File: config.mk
export PLATFORM = sky130hd
export DESIGN_NAME = ibex_lsu_resp_tracker
export DESIGN_NICKNAME = d
export VERILOG_FILES = /design/src/rtl/ibex_pkg.sv /design/src/rtl/ibex_lsu_rdata_align.sv /design/src/rtl/ibex_lsu_resp_tracker.sv
export SDC_FILE = /design/constraint.sdc
export NUM_CORES = 1
export LEC_CHECK = 0
export BUFFER_PORTS_ARGS = -buffer_cell sky130_fd_sc_hd__buf_2
export CAP_MARGIN = 10
export CORE_MARGIN = 4
export CORE_UTILIZATION = 25
export DETAILED_ROUTE_END_ITERATION = 10
export PLACE_DENSITY_LB_ADDON = 0.05
export SYNTH_ARGS = -nofsm -noshare
export SYNTH_HDL_FRONTEND = slang
export SYNTH_SLANG_ARGS = --single-unit
File: constraint.sdc
create_clock -name clk_i -period 2.8 [get_ports clk_i]
set_input_delay 0.14 -clock clk_i [delete_from_list [all_inputs] [get_ports clk_i]]
set_output_delay 0.14 -clock clk_i [all_outputs]
set_load 0.005 [all_outputs]
File: src/rtl/ibex_pkg.sv
// Shared types for the LSU response tracker: access size encoding and the
// per-request bookkeeping entry held while a bus response is outstanding.
package ibex_pkg;

  typedef enum logic [1:0] {
    WORD = 2'b00,
    HALF = 2'b01,
    BYTE = 2'b10
  } lsu_req_type_e;

  typedef struct packed {
    logic          we;
    lsu_req_type_e req_type;
    logic          sign_ext;
    logic [1:0]    offset;
    logic          killed;
  } lsu_resp_entry_t;

endpackage

File: src/rtl/ibex_lsu_rdata_align.sv
// Combinational load-data alignment: rotate the bus word so the addressed
// byte lands at bit 0, then extract and extend according to access size.
module ibex_lsu_rdata_align
  import ibex_pkg::*;
(
  input  logic [31:0]   rdata,
  input  lsu_req_type_e req_type,
  input  logic          sign_ext,
  input  logic [1:0]    offset,
  output logic [31:0]   wdata
);

  logic [31:0] rotated;

  always_comb begin
    rotated = rdata;
    case (offset)
      2'd1:    rotated = {rdata[7:0],  rdata[31:8]};
      2'd2:    rotated = {rdata[15:0], rdata[31:16]};
      2'd3:    rotated = {rdata[23:0], rdata[31:24]};
      default: rotated = rdata;
    endcase
  end

  always_comb begin
    wdata = rotated;
    case (req_type)
      HALF:    wdata = {{16{sign_ext & rotated[15]}}, rotated[15:0]};
      BYTE:    wdata = {{24{sign_ext & rotated[7]}}, rotated[7:0]};
      default: wdata = rotated;
    endcase
  end

endmodule

File: src/rtl/ibex_lsu_resp_tracker.sv
// Tracks granted data-bus requests in order and turns each bus response into
// a zero-latency writeback response, honouring flushes and flagging misuse.
module ibex_lsu_resp_tracker
  import ibex_pkg::*;
#(
  parameter int unsigned Depth = 2
) (
  input  logic        clk_i,
  input  logic        rst_i,
  input  logic        setback_i,
  input  logic        req_issue_i,
  input  logic        req_we_i,
  input  logic [1:0]  req_type_i,
  input  logic        req_sign_ext_i,
  input  logic [1:0]  req_offset_i,
  output logic        issue_ready_o,
  input  logic        data_rvalid_i,
  input  logic [31:0] data_rdata_i,
  input  logic        data_err_i,
  output logic        rf_we_lsu_o,
  output logic [31:0] rf_wdata_lsu_o,
  output logic        lsu_resp_valid_o,
  output logic        lsu_resp_err_o,
  output logic [2:0]  outstanding_o,
  output logic        protocol_err_o
);

  localparam int unsigned PtrW     = (Depth > 1) ? $clog2(Depth) : 1;
  localparam logic [2:0]  DepthCnt = 3'(Depth);

  lsu_resp_entry_t fifo_q [Depth];
  logic [PtrW-1:0] rptr_q, wptr_q;
  logic [2:0]      count_q;
  logic            perr_q;

  lsu_resp_entry_t head, new_entry;
  logic            empty, full, pop, push, perr_set;
  logic [31:0]     aligned;

  function automatic logic [PtrW-1:0] ptr_inc(input logic [PtrW-1:0] p);
    if (p == PtrW'(Depth - 1)) return '0;
    return p + PtrW'(1);
  endfunction

  always_comb begin
    empty              = (count_q == 3'd0);
    full               = (count_q >= DepthCnt);
    head               = fifo_q[rptr_q];
    pop                = data_rvalid_i & ~empty;
    push               = req_issue_i & (~full | pop);
    new_entry.we       = req_we_i;
    new_entry.req_type = (req_type_i == 2'b11) ? WORD : lsu_req_type_e'(req_type_i);
    new_entry.sign_ext = req_sign_ext_i;
    new_entry.offset   = req_offset_i;
    new_entry.killed   = 1'b0;
    perr_set           = (data_rvalid_i & empty)
                       | (req_issue_i & full & ~pop)
                       | (req_issue_i & (req_type_i == 2'b11));
  end

  ibex_lsu_rdata_align u_align (
    .rdata    (data_rdata_i),
    .req_type (head.req_type),
    .sign_ext (head.sign_ext),
    .offset   (head.offset),
    .wdata    (aligned)
  );

  // A flush in the response cycle suppresses the response for the head too.
  always_comb begin
    lsu_resp_valid_o = pop & ~head.killed & ~setback_i;
    lsu_resp_err_o   = lsu_resp_valid_o & data_err_i;
    rf_we_lsu_o      = lsu_resp_valid_o & ~head.we & ~data_err_i;
    rf_wdata_lsu_o   = rf_we_lsu_o ? aligned : 32'd0;
    issue_ready_o    = (count_q < DepthCnt);
    outstanding_o    = count_q;
    protocol_err_o   = perr_q;
  end

  // Kill marking precedes the push so a same-cycle push stays live.
  always_ff @(posedge clk_i) begin
    if (rst_i) begin
      rptr_q  <= '0;
      wptr_q  <= '0;
      count_q <= 3'd0;
      perr_q  <= 1'b0;
      for (int unsigned i = 0; i < Depth; i++) fifo_q[i] <= '0;
    end else begin
      if (setback_i) begin
        for (int unsigned i = 0; i < Depth; i++) fifo_q[i].killed <= 1'b1;
      end
      if (push) begin
        fifo_q[wptr_q] <= new_entry;
        wptr_q         <= ptr_inc(wptr_q);
      end
      if (pop) rptr_q <= ptr_inc(rptr_q);
      if (push && !pop)      count_q <= count_q + 3'd1;
      else if (!push && pop) count_q <= count_q - 3'd1;
      if (perr_set) perr_q <= 1'b1;
    end
  end

endmodule

==> flow_summary_export.csv, run 1 <==
group,metric,value,unit
synth,synth.top_cell.area_share,17.45,%
cts,numCtsBuffers,3,
sta,slew_violations,0,
synth,yosys_warnings,0,
sta,tightest_slew,711.4,ps
global_routing,antenna_found_initial,0,
job,max_cap_viol_count,0,
floorplan,die_y,101.7,µm
cts,htree_levels,1,
synth,async_reset_ff_share,0,%
synth,synthCells,223,
power,p_leak,1.222,nW
cts,ctsHoldBuffers,0,
synth,ys_types,53,
sta,slew_headroom,52.48,%
critical_path,worstSetupEndpoint,"rf_wdata_lsu_o[10]",
route,drc,0,
layout,fill_cells,907,
cts,path_clk_slew,80,ps
floorplan,start_util,26.18,%
hold_path,hp-start,"req_issue_i",
synth,synth_edf_count,12,
synth,synth_fp_nets,271,
critical_path,r2r-end,"outstanding_o[2]$_SDFFE_PP0P_",
cts,cts_tree,"built",
synth,synth_area,2195,µm²
sta,fin_crit,2570,ps
sta,hold_viol,0,
sta,period_share,91.79,%
route,wl_per_cell,17.97,µm
floorplan,core-area,8382,µm²
global_routing,grt_pass1_wl,11.22,mm
sta,rsz0062_at_grt,"false",
synth,avgSynthCellArea,9.841,µm²
global_routing,grt_overflow_total,0,
cts,cts_root_buf,"clkbuf_8",
route,routed_wl,7.297,mm
layout,multiInputGateArea,1518,µm²
layout,drive_gt1_share,41.86,%
placed_design,io_buffer_count,83,
critical_path,critPathCaptureType,"output port",
sta,setup_tns,0,ps
route,viasPerCell,5.303,
hold_path,hold_path.class,"in -> reg",
critical_path,worstSetupPathType,"reg -> out",
route,ant_nets,0,
placed_design,gp_congestion,0.7856,
sta,skew,2.481,ps
global_routing,grtUsageTotal,13.69,%
synth,yosysSeqAreaShare,24.63,%
synth,ys_ff_latch,21,
cts,cts_num_sinks,21,
layout,synthToLayoutAreaGrowth,25.88,%
layout,ff_latch_area,540.5,µm²
floorplan,die_area,10340,µm²
global_routing,grt_max_degree,18,
critical_path,start_kind,"register",
sta,holdWs,144.8,ps
layout,final_common_cell,"buf_2",
sta,fmax,389.1,MHz
critical_path,ff2ff_path_depth,7,
critical_path,r2r-start,"outstanding_o[2]$_SDFFE_PP0P_",
floorplan,num_io_pins,84,
sta,setup_viol_count_final,0,
floorplan,die_w,101.7,µm
layout,nets,350,
synth,synth_ff_type,"edfxtp_1",
synth,yosys-top-cells-area,"mux4_2, edfxtp_1, dfxtp_1",
cts,clock_path_buffers,2,
critical_path,critPathArrivalTime,2430,ps
route,drt_iter0_drc,171,
global_routing,grt_pass1_vias,2023,
cts,clock_latency,260,ps
route,drt_first_pass_iters,6,
route,vias,2153,
power,ir_drop,0.4362,mV
layout,antennaDiodeCount,0,
status,status,"finished clean",
floorplan,rows,33,
critical_path,cp_data_required_time,2660,ps
placed_design,dpl.hpwl,5.595,mm
layout,mostFrequentLayoutCells,"buf_2, nand2_1, and2_1, mux4_2",
synth,yosys.area.top_type,"mux4_2",
critical_path,crit_fanout,8,
power,power_density,685.0,nW/µm²
critical_path,r2r_slack,620,ps
==> per-layer routing <==
metal,wire [µm],track usage [%]
met5,0,0
met4,78,3.374
met3,560,1.377
met2,3421,23.34
met1,3237,18.59
==> Yosys cell counts (all sizes together), types with 6 or more instances <==
cell type / instances
nand2: 25
and2: 17
mux4: 17
a31oi: 15
a222oi: 13
nor2: 13
a21oi: 12
edfxtp: 12
buf: 10
dfxtp: 9
clkbuf: 7
inv: 7
o21ai: 7
and3b: 6
mux2i: 6
==> cells by family after synthesis <==
| group | synth area share [%] |
|---|---|
| AOI/OAI and AO/OA | 20.52 |
| xor gates and xnor gates | 1.596 |
| adders and majority gates | 2.623 |
| buffers and inverters | 6.214 |
| DFF | 24.63 |
| muxes | 21.84 |
| and+or+nand+nor | 22.58 |
==> worst max-delay path, cell delays in order (launching register included) <==
cell and delay, ps:
dfxtp_1 550, mux2i_1 310, ha_1 200, nand4bb_1 140
a31oi_2 290, nand2_1 280, a21oi_1 250, buf_2 150
==> worst min path at each step <==
stage / end / cells past startpoint / slack [ps]
floorplan: fifo_q[0][0]$_SDFFE_PP0P_ / 2 / 260
global placement: protocol_err_o$_SDFFE_PP0P_ / 3 / 410
detailed placement: protocol_err_o$_SDFFE_PP0P_ / 3 / 410
CTS: protocol_err_o$_SDFFE_PP0P_ / 3 / 140
global route: fifo_q[0][2]$_DFFE_PP_ / 2 / 160
finish: protocol_err_o$_SDFFE_PP0P_ / 3 / 140
==> where the power goes <==
group          total, mW  switching [mW]  internal (mW)
registers          0.484          0.0871          0.397
clock network      0.197          0.0979         0.0990
logic               1.21           0.643          0.568
total               1.89           0.828           1.06
==> repair_timing <==
| action | CTS | global route |
|---|---|---|
| gates resized for setup | 0 | 0 |
| endpoints found under the setup margin | 0 | 10 |
| setup buffers | 0 | 1 |
==> flip-flops by register name (all words and copies together) (netlist names), named ones only <==
name            cells
protocol_err_o      1
fifo_q             14
outstanding_o       3
rptr_q              1
wptr_q              1
==> metrics by stage <==
step	cells	utilization, %	total power [mW]	cell area (µm²)	worst slack, ps
floorplan	223	-	1.392	2195	706.5
global placement	401	32.17	1.719	2696	402.2
detailed placement	401	32.17	1.711	2696	374.9
CTS	405	32.72	1.916	2743	67.54
global route	406	32.96	2.057	2763	60.72
finish	406	32.96	1.892	2763	230.0
==> layout make-up <==
type / count / area share [%]
Clock inverter: 1 / 0.1812
Multi-Input combinational cell: 178 / 54.94
Inverter: 7 / 0.9511
Sequential cell: 21 / 19.57
Timing Repair Buffer: 91 / 18.12
Tap cell: 105 / 4.755
Clock buffer: 3 / 1.495
Power figures use the tool's default switching activity.
==> run 2: changes to the inputs <==
--- a/config.mk
+++ b/config.mk
@@ -5,6 +5,7 @@
 export SDC_FILE = /design/constraint.sdc
 export NUM_CORES = 1
 export LEC_CHECK = 0
+export ABC_AREA = 1
 export BUFFER_PORTS_ARGS = -buffer_cell sky130_fd_sc_hd__buf_2
 export CAP_MARGIN = 10
 export CORE_MARGIN = 4
==> run 2 against run 1 <==
Clock power hardly changed. Via count is 25% higher. Core utilization is 0.65 points lower. Largest cell class unchanged. Highest routed layer unchanged.
==> flow_summary_export.csv, run 2 <==
group,metric,value,unit
status,status,"finished clean",
critical_path,critPathCaptureType,"output port",
route,viasPerCell,4.920,
synth,yosys.area.top_type,"edfxtp_1",
cts,cts_root_buf,"clkbuf_8",
critical_path,r2r_slack,780,ps
layout,final_common_cell,"buf_2",
global_routing,antenna_found_initial,0,
cts,htree_levels,1,
layout,nets,490,
placed_design,io_buffer_count,83,
global_routing,grtUsageTotal,14.44,%
power,power_density,708.0,nW/µm²
synth,synth.most_common_cell,"nand2_1",
synth,ys_types,32,
floorplan,die_area,10920,µm²
power,clkPwrFrac,9.7,%
floorplan,die_w,104.5,µm
placed_design,gp_congestion,0.8449,
cts,clock_path_buffers,2,
layout,multiInputGateArea,1453,µm²
global_routing,use_met3,2.545,%
power,p_int,0.9775,mW
layout,fin_util,32.31,%
power,seqPwrFrac,20.9,%
route,drt_iter0_drc,111,
global_routing,grt.met1_usage,18.44,%
placed_design,dpl.hpwl,6.081,mm
global_routing,grtUsageMet2,24.17,%
sta,rsz0062_at_grt,"false",
route,wl_per_cell,14.89,µm
synth,synthCells,362,
sta,skew,2.915,ps
layout,drive_gt1_share,29.93,%
cts,path_clk_slew,80,ps
critical_path,r2r-start,"outstanding_o[1]$_SDFFE_PP0P_",
hold_path,hold_path.class,"in -> reg",
critical_path,worstSetupPathType,"reg -> out",
power,p_sw_share,51.94,%
synth,async_reset_ff_share,0,%
route,vias,2701,
floorplan,num_io_pins,84,
synth,synth_edf_count,12,
synth,ys_ff_latch,21,
synth,avgSynthCellArea,6.432,µm²
critical_path,critPathArrivalTime,2390,ps
global_routing,grt_pass1_vias,2636,
cts,cts_tree,"built",
layout,ff_latch_area,540.5,µm²
synth,yosys_warnings,0,
sta,hold_viol,0,
sta,setup_viol_count_final,0,
global_routing,grt_pass1_wl,13.26,mm
cts,ctsHoldBuffers,0,
critical_path,ff2ff_path_depth,10,
layout,fill_cells,1009,
sta,period_share,90.31,%
power,p_leak,1.368,nW
route,drc,0,
critical_path,cp_data_required_time,2660,ps
floorplan,die_y,104.5,µm
synth,synth_area,2328,µm²
layout,largest_reg_flops,14,
sta,fin_crit,2529,ps
sta,fmax,395.5,MHz
sta,slew_violations,0,
hold_path,min_to,"fifo_q[0][0]$_SDFFE_PP0P_",
synth,synth_ff_type,"edfxtp_1",
floorplan,rows,34,
route,routed_wl,8.174,mm
global_routing,grt-busiest-layer,"met2",
floorplan,start_util,26.19,%
cts,clock_latency,260,ps
hold_path,hold_depth,3,
global_routing,grt_max_degree,28,
layout,mostFrequentLayoutCells,"buf_2, nand2_1, o21ai_0, inv_1, a21oi_1",
layout,synthToLayoutAreaGrowth,23.37,%
floorplan,core-area,8891,µm²
critical_path,r2r-end,"outstanding_o[2]$_SDFFE_PP0P_",
power,ir_drop,0.3649,mV
sta,setup_tns,0,ps
route,ant_nets,0,
cts,cts_num_sinks,21,
synth,synth_fp_nets,410,
sta,tightest_slew,474.3,ps
job,max_cap_viol_count,0,
synth,yosysSeqAreaShare,23.21,%
route,drt_first_pass_iters,4,
power,p_total,2.034,mW
synth,yosys-top-cells-area,"edfxtp_1, nand2_1, o21ai_0",
synth,yosys-top-cells-count,"nand2_1, o21ai_0, inv_1",
layout,antennaDiodeCount,0,
power,power_switching,1.056,mW
cts,numCtsBuffers,3,
global_routing,grt_overflow_total,0,
sta,slew_headroom,68.30,%
hold_path,hp-start,"setback_i",
synth,synth.top_cell.area_share,15.48,%
layout,regMostFlops,"fifo_q",
power,pwr-share-comb,69.5,%
critical_path,start_kind,"register",
critical_path,crit_fanout,13,
[run 2: changes by cell type in the layout (fill, tap and decap cells not counted), sizes merged, moves of 17 or more]
cell and change:
a21oi +18, and2 -17, inv +45, mux4 -17, nand2 +53, nand3 +23, nor2 +27, o211ai +22
o21ai +50
[run 2: how the worst max path moves through the flow]
stage               slack, ps  depth (start not counted)                 end
finish                    270                         10  rf_wdata_lsu_o[18]
CTS                        50                          9  rf_wdata_lsu_o[10]
global placement          400                          9  rf_wdata_lsu_o[10]
detailed placement        350                          9  rf_wdata_lsu_o[10]
global route               10                         10  rf_wdata_lsu_o[18]
floorplan                 740                         10  rf_wdata_lsu_o[25]
[run 2: final cells by class]
| type | instances | area share [%] |
|---|---|---|
| Multi-Input combinational cell | 271 | 50.57 |
| Sequential cell | 21 | 18.82 |
| Timing Repair Buffer | 92 | 17.25 |
| Inverter | 53 | 7.099 |
| Tap cell | 108 | 4.704 |
| Clock buffer | 4 | 1.568 |
[run 2: cell families after synthesis]
logic type | synth area share (%)
simple gates | 30.95
compound gates | 28.53
buf+inv | 14.40
flops | 23.21
fa+ha+maj | 2.472
mux | 0.4299
[run 2: repair_timing]
item                                    in CTS  in global routing
gates resized for setup                      0                  0
endpoints found under the setup margin       0                 13
buffers inserted                             0                  5
[run 2: per-layer routing]
layer	wire [µm]	part of all wire, %
met1	3633	44
met2	3862	47
met3	568	6.9
met4	110	1.3
met5	0	0
[run 2: critical path, stage by stage (launching register included)]
cell and delay (ps):
dfxtp_1 330, inv_1 110, or2_2 280, o21ai_0 120, inv_1 70, ha_1 380, buf_4 250, o21ai_0 100
o21ai_0 270, nor2_1 90, buf_2 130
[run 2: power by group through the flow]
stage	Clock (mW)	Combinational [mW]	Sequential, mW
4_1_cts	0.202	1.35	0.427
3_3_place_gp	0	1.36	0.433
3_5_place_dp	0	1.35	0.433
5_1_grt	0.213	1.60	0.435
2_1_floorplan	0	1.03	0.429
6_report	0.196	1.41	0.425
[run 2: per-stage QoR]
stage | hold WS, ps | cell area [µm²] | worst slack [ps] | cells
3_3_place_gp | 406.6 | 2778 | 401.8 | 540
6_report | 140.3 | 2873 | 271.5 | 549
2_1_floorplan | 269.4 | 2328 | 735.2 | 362
4_1_cts | 134.4 | 2823 | 48.98 | 544
3_5_place_dp | 407.9 | 2778 | 351.6 | 540
5_1_grt | 146.3 | 2873 | 13.76 | 549
==> run 3: changes to the inputs <==
--- a/config.mk
+++ b/config.mk
@@ -8,7 +8,7 @@
 export ABC_AREA = 1
 export BUFFER_PORTS_ARGS = -buffer_cell sky130_fd_sc_hd__buf_2
 export CAP_MARGIN = 10
-export CORE_MARGIN = 4
+export CORE_MARGIN = 5
 export CORE_UTILIZATION = 25
 export DETAILED_ROUTE_END_ITERATION = 10
 export PLACE_DENSITY_LB_ADDON = 0.05
==> run 3 against run 2 <==
Cell count is the same. Fmax shrank 1.3%. Critical path depth is the same. Clock-buffer cell count shrank 1. Register-to-register slack lost 60 ps. Combinational power is essentially flat. First-iteration DRC count shrank 2.7%. Non-clock buffer count shrank 3. Critical endpoint is now rf_wdata_lsu_o[28]. Largest cell class unchanged.
==> flow_summary_export.csv, run 3 (synthesis results as in run 2) <==
group,metric,value,unit
status,status,"finished clean",
floorplan,core-area,9153,µm²
route,drc,0,
layout,ff_latch_area,540.5,µm²
layout,mostFrequentLayoutCells,"buf_2, nand2_1, o21ai_0, inv_1, a21oi_1",
cts,htree_levels,1,
placed_design,dpl.cell_count,542,
critical_path,r2r-start,"outstanding_o[1]$_SDFFE_PP0P_",
critical_path,crit_top_cell,"o21ai_0",
cts,numCtsBuffers,3,
global_routing,grt_pass1_wl,13.52,mm
power,p_leak,1.358,nW
hold_path,hold_depth,3,
hold_path,min_to,"fifo_q[0][0]$_SDFFE_PP0P_",
layout,nets,487,
floorplan,die_y,106.5,µm
critical_path,r2r_slack,720,ps
layout,layoutNonFillerInstCount,549,
cts,cts_root_buf,"clkbuf_8",
critical_path,critPathArrivalTime,2420,ps
layout,drive_gt1_share,29.68,%
critical_path,critPathSlowestCell,"ha_1",
layout,fin_util,31.20,%
route,ant_nets,0,
global_routing,grtUsageTotal,14.43,%
route,route.met2.wl,4.128,mm
global_routing,grt_overflow_total,0,
route,viasPerCell,4.843,
layout,synthToLayoutAreaGrowth,22.62,%
cts,path_clk_slew,80,ps
cts,ctsResizeCount,0,
power,ir_drop,0.3598,mV
critical_path,start_kind,"register",
placed_design,gp_congestion,0.7874,
critical_path,crit_family,"buffers and inverters",
placed_design,dpl.hpwl,6.217,mm
global_routing,grt_max_degree,28,
job,max_cap_viol_count,0,
sta,hold_viol,0,
hold_path,hp-start,"setback_i",
sta,fin_crit,2561,ps
sta,skew,2.644,ps
sta,tightest_slew,425.9,ps
sta,fmax,390.4,MHz
cts,clock_path_buffers,2,
sta,period_share,91.48,%
layout,largest_reg_flops,14,
sta,setup_slack,238.6,ps
sta,slew_headroom,70.79,%
floorplan,start_util,25.44,%
critical_path,critPathCaptureType,"output port",
route,routed_wl,8.321,mm
hold_path,hold_path.class,"in -> reg",
route,drt_iter0_drc,108,
critical_path,ff2ff_path_depth,10,
global_routing,grt_pass1_vias,2683,
sta,setup_viol_count_final,0,
sta,rsz0062_at_grt,"false",
layout,final_common_cell,"buf_2",
critical_path,r2r-end,"outstanding_o[2]$_SDFFE_PP0P_",
critical_path,max_stage_delay,430,ps
layout,fin_area,2855,µm²
floorplan,rows,35,
sta,slew_violations,0,
cts,clock_latency,260,ps
cts,ctsHoldBuffers,0,
route,wl_met3,475,µm
floorplan,die_w,106.5,µm
layout,regMostFlops,"fifo_q",
critical_path,path_buf_inv,4,
power,power_density,703.2,nW/µm²
layout,antennaDiodeCount,0,
route,wl_per_cell,15.16,µm
layout,fill_cells,1048,
global_routing,antenna_found_initial,1,
floorplan,num_io_pins,84,
critical_path,worstSetupPathType,"reg -> out",
floorplan,die_area,11340,µm²
placed_design,io_buffer_count,83,
layout,multiInputGateArea,1453,µm²
sta,setup_tns,0,ps
critical_path,crit_fanout,12,
placed_design,dp_slack,419.2,ps
critical_path,cp_data_required_time,2660,ps
critical_path,crit_path_cell_trace,"inv_1 -> or2_2 -> o21ai_0 -> inv_1 -> ha_1 -> buf_4 -> o21ai_0 -> o21ai_0 -> nor2_2 -> buf_2",
route,vias,2659,
cts,cts_num_sinks,21,
route,drt_first_pass_iters,4,
cts,cts_tree,"built",
placed_design,placed_cell_area,2774,µm²
route,wirelength_met1,3.653,mm
route,top_layer_used,"met5",
==> run 3: changes by cell type in the layout (fill, tap and decap cells not counted) <==
cell	change
clkinv_2	+1
buf_4	-3
clkbuf_1	-1
==> run 3: cell type report <==
type | instances | area share [%]
Clock inverter | 1 | 0.1753
Sequential cell | 21 | 18.93
Clock buffer | 3 | 1.446
Inverter | 53 | 7.143
Timing Repair Buffer | 89 | 16.56
Multi-Input combinational cell | 271 | 50.88
Tap cell | 111 | 4.864
==> run 3: layer usage <==
| layer | GRT usage (%) | vias to the layer above |
|---|---|---|
| li1 | - | 1364 |
| met1 | 18.23 | 1208 |
| met2 | 25.61 | 79 |
| met3 | 2.307 | 6 |
| met4 | 3.470 | 2 |
| met5 | 0 | - |
==> run 3: repair_timing <==
| action | 4_1_cts | 5_1_grt |
|---|---|---|
| hold endpoints to repair | 0 | 0 |
| buffers inserted | 0 | 3 |
| endpoints found under the setup margin | 0 | 23 |
==> run 3: through the flow <==
step | hold WS [ps] | total power, mW
final | 137.4 | 2.008
after global routing | 140.2 | 2.220
after global placement | 391.5 | 1.763
after detailed placement | 398.2 | 1.767
after CTS | 127.2 | 1.972
after floorplan | 269.4 | 1.457
==> run 3: worst max-delay path by stage <==
| stage | cells past startpoint | slack, ps | endpoint | start |
|---|---|---|---|---|
| 2_1_floorplan | 10 | 740 | rf_wdata_lsu_o[25] | register |
| 4_1_cts | 10 | 120 | rf_wdata_lsu_o[16] | register |
| 6_report | 10 | 240 | rf_wdata_lsu_o[28] | register |
| 3_3_place_gp | 10 | 510 | rf_wdata_lsu_o[19] | register |
| 3_5_place_dp | 10 | 420 | rf_wdata_lsu_o[16] | register |
| 5_1_grt | 10 | 0.2 | rf_wdata_lsu_o[25] | register |
==> run 3: tightest hold or removal path: cells and delay by family <==
kind                   cells  cell delay [ps]
AND/OR/NAND/NOR            2              120
buffers and inverters      1              100
==> run 3: report_power, final <==
group / internal (mW) / switching [mW] / total, mW
Combinational: 0.483 / 0.904 / 1.39
Clock: 0.0989 / 0.0976 / 0.197
Sequential: 0.385 / 0.0399 / 0.425
Total: 0.967 / 1.04 / 2.01
